<file path="config.mk">
export PLATFORM = sky130hd
export DESIGN_NAME = alu_seq
export DESIGN_NICKNAME = d
export VERILOG_FILES = /design/src/rtl/alu_seq_pkg.sv /design/src/rtl/alu_seq_mul_iter.sv /design/src/rtl/alu_seq.sv
export SDC_FILE = /design/constraint.sdc
export NUM_CORES = 1
export LEC_CHECK = 0
export ABC_CLOCK_PERIOD_IN_PS = 4550
export CORE_UTILIZATION = 38
export CTS_CLUSTER_DIAMETER = 80
export CTS_CLUSTER_SIZE = 30
export DETAILED_ROUTE_END_ITERATION = 12
export PLACE_DENSITY = 0.58
export REMOVE_ABC_BUFFERS = 1
export SLEW_MARGIN = 20
export SYNTH_ARGS = -nofsm -noshare
export SYNTH_HDL_FRONTEND = slang
export SYNTH_SLANG_ARGS = --single-unit
</file>
<file path="constraint.sdc">
create_clock -name Clk -period 4.55 [get_ports Clk]
set_input_delay 0.455 -clock Clk [delete_from_list [all_inputs] [get_ports Clk]]
set_output_delay 0.455 -clock Clk [all_outputs]
set_load 0.01 [all_outputs]
</file>
<file path="src/rtl/alu_seq_pkg.sv">
// Shared types and constants for the alu_seq block: opcode encoding, FSM states
// and the post-reset condition-code value.
package alu_seq_pkg;

    typedef enum logic [3:0] {
        OP_ADD   = 4'd0,
        OP_AND   = 4'd1,
        OP_NOT   = 4'd2,
        OP_PASSA = 4'd3,
        OP_SUB   = 4'd4,
        OP_OR    = 4'd5,
        OP_XOR   = 4'd6,
        OP_SHL   = 4'd7,
        OP_SHR   = 4'd8,
        OP_SRA   = 4'd9,
        OP_MUL   = 4'd10
    } alu_op_t;

    typedef enum logic {
        IDLE = 1'b0,
        MUL  = 1'b1
    } alu_state_t;

    // Zero flag set: matches Q_Out=0 after reset.
    localparam logic [2:0] NZP_RESET = 3'b010;

endpackage

</file>
<file path="src/rtl/alu_seq_mul_iter.sv">
// Iterative shift-add multiplier producing the low WIDTH bits of A*B,
// one partial product per step; prod already includes the current step.
module alu_mul_iter #(
    parameter int WIDTH = 16
) (
    input  logic             clk,
    input  logic             srst,
    input  logic             load,
    input  logic             step,
    input  logic [WIDTH-1:0] A,
    input  logic [WIDTH-1:0] B,
    output logic [WIDTH-1:0] prod,
    output logic             last
);

    localparam int CW = (WIDTH > 2) ? $clog2(WIDTH) : 1;

    logic [WIDTH-1:0] a_reg;
    logic [WIDTH-1:0] b_reg;
    logic [WIDTH-1:0] acc_reg;
    logic [CW-1:0]    count_reg;

    // Exposing the post-step sum lets the caller capture the result on the final step edge.
    assign prod = acc_reg + (b_reg[0] ? a_reg : '0);
    assign last = (count_reg == CW'(WIDTH - 1));

    always_ff @(posedge clk) begin
        if (srst) begin
            a_reg     <= '0;
            b_reg     <= '0;
            acc_reg   <= '0;
            count_reg <= '0;
        end else if (load) begin
            a_reg     <= A;
            b_reg     <= B;
            acc_reg   <= '0;
            count_reg <= '0;
        end else if (step) begin
            acc_reg   <= prod;
            a_reg     <= a_reg << 1;
            b_reg     <= b_reg >> 1;
            count_reg <= count_reg + 1'b1;
        end
    end

endmodule

</file>
<file path="src/rtl/alu_seq.sv">
// Handshaked sequential ALU with registered result and NZP/V flags.
// Build option ALU_SEQ_MUL_EN enables the iterative multiplier (op 10).
module alu_seq
    import alu_seq_pkg::*;
#(
    parameter int WIDTH = 16
) (
    input  logic             Clk,
    input  logic             Reset,
    input  logic             start,
    input  logic [3:0]       op,
    input  logic [WIDTH-1:0] A,
    input  logic [WIDTH-1:0] B,
    output logic             ready,
    output logic             done,
    output logic [WIDTH-1:0] Q_Out,
    output logic [2:0]       nzp,
    output logic             v
);

    localparam int SHW = $clog2(WIDTH);
    localparam int MSB = WIDTH - 1;

    alu_op_t          op_e;
    logic [SHW-1:0]   shamt;
    logic [WIDTH-1:0] add_res;
    logic [WIDTH-1:0] sub_res;
    logic [WIDTH-1:0] b_neg;
    logic [WIDTH-1:0] alu_res;
    logic             alu_v;
    logic             write_alu;
    logic             write_mul;
    logic [WIDTH-1:0] mul_res;

    function automatic logic [2:0] nzp_of(input logic [WIDTH-1:0] x);
        logic z;
        z = (x == '0);
        return {x[MSB], z, ~x[MSB] & ~z};
    endfunction

    assign op_e    = alu_op_t'(op);
    assign shamt   = B[SHW-1:0];
    assign add_res = A + B;
    assign sub_res = A - B;
    assign b_neg   = ~B + 1'b1;

    always_comb begin
        alu_res = '0;
        alu_v   = 1'b0;
        case (op_e)
            OP_ADD: begin
                alu_res = add_res;
                alu_v   = (A[MSB] == B[MSB]) && (add_res[MSB] != A[MSB]);
            end
            OP_AND:   alu_res = A & B;
            OP_NOT:   alu_res = ~A;
            OP_PASSA: alu_res = A;
            OP_SUB: begin
                alu_res = sub_res;
                alu_v   = (A[MSB] == b_neg[MSB]) && (sub_res[MSB] != A[MSB]);
            end
            OP_OR:    alu_res = A | B;
            OP_XOR:   alu_res = A ^ B;
            OP_SHL:   alu_res = A << shamt;
            OP_SHR:   alu_res = A >> shamt;
            OP_SRA:   alu_res = WIDTH'($signed(A) >>> shamt);
            // MUL is handled by the iterative path; reserved codes yield zero.
            default:  alu_res = '0;
        endcase
    end

`ifdef ALU_SEQ_MUL_EN
    alu_state_t state_reg;
    alu_state_t state_next;
    logic       mul_load;
    logic       mul_step;
    logic       mul_last;

    alu_mul_iter #(.WIDTH(WIDTH)) u_mul (
        .clk  (Clk),
        .srst (Reset),
        .load (mul_load),
        .step (mul_step),
        .A    (A),
        .B    (B),
        .prod (mul_res),
        .last (mul_last)
    );

    always_comb begin
        state_next = state_reg;
        write_alu  = 1'b0;
        write_mul  = 1'b0;
        mul_load   = 1'b0;
        mul_step   = 1'b0;
        case (state_reg)
            IDLE: begin
                if (start) begin
                    if (op_e == OP_MUL) begin
                        mul_load   = 1'b1;
                        state_next = MUL;
                    end else begin
                        write_alu = 1'b1;
                    end
                end
            end
            MUL: begin
                mul_step = 1'b1;
                if (mul_last) begin
                    write_mul  = 1'b1;
                    state_next = IDLE;
                end
            end
            default: state_next = IDLE;
        endcase
    end

    always_ff @(posedge Clk) begin
        if (Reset) state_reg <= IDLE;
        else       state_reg <= state_next;
    end

    assign ready = (state_reg == IDLE);
`else
    // Without the multiplier every request completes in one cycle.
    assign write_alu = start;
    assign write_mul = 1'b0;
    assign mul_res   = '0;
    assign ready     = 1'b1;
`endif

    always_ff @(posedge Clk) begin
        if (Reset) begin
            done  <= 1'b0;
            Q_Out <= '0;
            nzp   <= NZP_RESET;
            v     <= 1'b0;
        end else begin
            done <= write_alu | write_mul;
            if (write_alu) begin
                Q_Out <= alu_res;
                nzp   <= nzp_of(alu_res);
                v     <= alu_v;
            end else if (write_mul) begin
                Q_Out <= mul_res;
                nzp   <= nzp_of(mul_res);
                v     <= 1'b0;
            end
        end
    end

endmodule

</file>
# Word level (Yosys, flattened, before mapping)
# Cells that the tools add are included.
# totals
regBits	21
in_bits	39
out_inout_bits	22
elab_cells	37
# op_classes
add_sub_neg	3
eq_ne	13
shift	3
mux	2
bitwise_logic	8
reduce_logical	4
# op_table
operator	count
$pmux 16 s10	1
$not 16->16	2
$add 16x1->16 const B	1
$add 16x16->16	1
$and 16x16->16	1
$eq 4x3->1 const B	4
$logic_not 16->1	1
$or 16x16->16	1
$shl 16x4->16	1
$shr 16x4->16	1
$sshr 16x4->16	1
$sub 16x16->16	1
$xor 16x16->16	1
$eq 4x2->1 const B	2
$eq 4x4->1 const B	2
$eq 4x1->1 const B	1
$logic_not 4->1	1
$eq 1x1->1	2
$logic_and 1x1->1	2
$ne 1x1->1	2
$not 1->1	2
$pmux 1 s2	1
$and 1x1->1	1

# Longest topological paths before layout
# logic_depth
depth_word	5
mapped_depth	13
depth_no_buf	13

# Least setup slack after synthesis
# No wires, ideal clock.
# synth_timing
path_kind	input -> register
startpoint	in B[1]
endpoint	reg nzp[0]
setup_ns	0.136
t_arrival_ns	3.539
path_slack_ns	0.875
stages	13
path_buffers	2
path_cell_list	buf_2 -> buf_2 -> inv_1 -> fa_1 -> nor2b_1 -> o311ai_0 -> a2111oi_0 -> a211oi_1 -> nor2_1 -> o31ai_1 -> mux2_2 -> a22oi_1 -> a311oi_1
# synth_between
elab_chain_len	5
# synth_lines
element	line	text
start, declared	alu_seq.sv:13	input logic [WIDTH-1:0] B,
$sub 16x16->16 (tied with other cells)	alu_seq.sv:44	assign sub_res = A - B;
$pmux 16 s10 (*)	alu_seq.sv:50	case (op_e)
$logic_not 16->1	alu_seq.sv:37	z = (x == '0);
$not 1->1	alu_seq.sv:38	return {x[MSB], z, ~x[MSB] & ~z};
$and 1x1->1 (*)	alu_seq.sv:38	
end signal, assigned	alu_seq.sv:142	nzp <= nzp_of(alu_res);
end signal, assigned	alu_seq.sv:146	nzp <= nzp_of(mul_res);
end, declared	alu_seq.sv:17	output logic [2:0] nzp,
# Every way passes the cells marked *; elsewhere a longest branch is shown, timed or not.
# A chain may end at the register's enable or synchronous reset.

# Worst setup path after layout
# layout_timing
startpoint	in A[0]
endpoint	reg nzp[0]
# layout_between
elab_chain_len	5
# layout_lines
element	line	text
start, declared	alu_seq.sv:12	input logic [WIDTH-1:0] A,
$sub 16x16->16 (tied with other cells)	alu_seq.sv:44	
$pmux 16 s10 (*)	alu_seq.sv:50	
$logic_not 16->1	alu_seq.sv:37	
$not 1->1	alu_seq.sv:38	
$and 1x1->1 (*)	alu_seq.sv:38	
# Marked as above.

==> impl_metrics.yaml <==
status:
  outcome: "finished, final reports clean"
die:
  die_area_um2: 14400
  fp-row-count: 42
  design.core.area_um2: 13400
  fp.dieH_um: 120
  die_w_um: 120
  ios: 61
  start_util_pct: 39.4
power_and_ir_drop:
  p_per_area_nw_per_um2: 163
  seqPwrFrac_pct: 19.2
  sw_frac_of_total_pct: 42.9
  p_int_w: 0.000587
  p_leak_nw: 2.61
  switchingPower_w: 0.000441
  ir_drop_uv: 85.4
  clockPowerShare_pct: 16.5
  p_comb_share_pct: 64.3
flow_run:
  max_cap_viol_count: 0
synth:
  yosys.area.top_type: "ha_1"
  synthMostInstantiatedCell: "nor2_1"
  async_flop_share_pct: 0
  yosysSeqAreaShare_pct: 7.58
  synth_edf_count: 0
  syn-cell-area_um2: 5280
  synth_cells: 713
  synth_top_cell_area_share_pct: 11.8
  synth_ff_type: "dfxtp_1"
  syn_avg_cell_area_um2: 7.41
  synth.area.top_cells: "ha_1 (12%), mux4_2 (8.5%), dfxtp_1 (7.6%), nor2_1 (4.8%), mux2i_1 (4.0%)"
  synth-seq-cells: 20
  ys_types: 76
  yosysWarnings: 0
  synth_common_cells: "nor2_1 (67), ha_1 (50), inv_1 (46), a21oi_1 (40), nand2_1 (40)"
drt:
  ant_nets: 0
  num_vias: 5996
  via_per_inst: 6.37
  drtIter0Drc: 509
  drtPass1Iterations: 5
  drc: 0
  wire_per_inst_um: 22.2
  drt_wl_total_mm: 20.9
worst_setup_path:
  rr_worst_depth: 2
  startpoint_type: "primary input"
  required_ps: 4640
  cp-end-kind: "flip-flop"
  crit_type: "primary input to flip-flop"
  r2r-start: "nzp[0]$_SDFFE_PP0P_"
  rrSetupSlack_ps: 3800
  arrival_ps: 4190
  crit_fanout: 7
  regToRegEndpoint: "nzp[0]$_SDFFE_PP0P_"
  crit_path_start: "A[0]"
hold_path:
  whs_path_depth: 2
  hold_path_end: "Q_Out[4]$_SDFFE_PP0P_"
  hold_start: "Q_Out[4]$_SDFFE_PP0P_"
  hp-class: "flip-flop to flip-flop"
global_route:
  grt_util_all_layers_pct: 28.9
  grt_overflow_total: 0
  first_global_vias: 5648
  grt_pass1_wl_mm: 32.4
  grt_max_degree: 33
  antenna_found_initial: 0
timing:
  setup_viol: 0
  maxSlewViolCount: 0
  fmax_mhz: 244
  min_period_ps: 4100
  rsz0062_at_grt: "no"
  slew_headroom_pct: 41.6
  fin_crit_sh_pct: 90.1
  fin_setup_tns_ps: 0
  worst_pin_slew_ps: 875
  finClkSkew_ps: 0
  hold_viol: 0
clock_tree:
  cts_repair_resize_count: 0
  clock_sinks: 20
  post-cts-setup-buffer-count: 0
  cts_buffer_depth: 2
  cts.reportedPaths.clkPinSlew_ps: 50
  cts_tree: "built"
  clockRootBuffer: "clkbuf_16"
  h-tree-depth: 1
  hold_buffers: 0
  cts_made_buffers: 3
  clk-insertion-delay-late_ps: 240
placed_design:
  port_buffers: 59
  dp_hpwl_mm: 17.0
  place.gp.congestion: 0.944
final_layout:
  area_delta_synth_final_pct: 19.0
  drive_gt1_share_pct: 13.4
  nets: 859
  final_core_utilization_pct: 46.9
  antennaDiodeCount: 0
## state kept, by name (all words and copies together), names as in the netlist
signal and count:
Q_Out 16, nzp 2, v 1, done 1
## power by group through the flow
stage	combinational (W)	sequential (W)	clock (W)
global route	0.000711	0.000200	0.000180
CTS	0.000648	0.000198	0.000171
floorplan	0.000350	0.000208	0
detailed placement	0.000645	0.000201	0
finish	0.000661	0.000198	0.000169
global placement	0.000643	0.000200	0
## cell families (layout without fill, tap and decap cells)
kind of cell    Yosys count  in the layout  share of synthesized area, %
other cells               1              1                        0.0710
simple gates            249            249                          24.3
flops                    20             20                          7.58
buf+inv                 116            169                          9.50
mux                      50             50                          15.0
compound gates          217            217                          29.6
fa+ha+maj                52             52                          12.6
xor+xnor                  8              8                          1.33
## worst max-delay path by stage
| stage | to |
|---|---|
| after floorplan | nzp[0]$_SDFFE_PP0P_ |
| after global placement | nzp[0]$_SDFFE_PP0P_ |
| after detailed placement | nzp[0]$_SDFFE_PP0P_ |
| after CTS | nzp[0]$_SDFFE_PP0P_ |
| after global routing | nzp[0]$_SDFFE_PP0P_ |
| final | nzp[0]$_SDFFE_PP0P_ |
## critical path, cell delays in order
cell and delay (ps):
clkdlybuf4s50_1 550, inv_1 170, ha_1 180, inv_1 60, fa_1 410, nor2b_1 170, o311ai_0 300, buf_4 200
a2111oi_0 110, a211oi_1 440, nor2_1 100, o31ai_1 290, mux2_2 360, a22oi_1 250, a311oi_1 150
## area by class of cell
cell class,instances,area [µm²]
Fill cell,1356,7110
Multi-Input combinational cell,577,4390
Timing Repair Buffer,117,1020
Sequential cell,20,400
Tap cell,176,220
Inverter,49,184
Clock buffer,3,75.1
## per-layer routing
layer  wire (µm)  vias to the layer above  global-route usage [%]
li1            -                     2804                       -
met3        1630                       53                    3.94
met2        9560                      298                    47.2
met1        8900                     2841                    38.1
met5           0                        -                       0
met4         846                        0                    11.3
## stage by stage
step	total power [W]	hold slack [ps]	setup WS [ps]	instance area (µm²)	instances
after floorplan	0.000558	495	1110	4970	646
after global placement	0.000843	470	288	6210	939
after detailed placement	0.000846	471	258	6210	939
after CTS	0.00102	480	497	6290	942
after global routing	0.00109	494	128	6290	942
final	0.00103	482	452	6290	942
## cell usage in the layout (no fill, tap or decap), drive strengths merged, types with 9 or more instances in the layout
cell and n:
nor2 67, buf 60, clkdlybuf4s50 57, ha 50, inv 47, a21oi 40, nand2 40, nand3 28
o21ai 27, a211oi 24, mux4 22, mux2i 21, dfxtp 20, nor2b 18, nor3 18, o211ai 17
nor4 14, a21o 11, nand4 10, a22oi 10, nand2b 10, and3 9
Note: power is estimated with default switching activity, not from simulation.
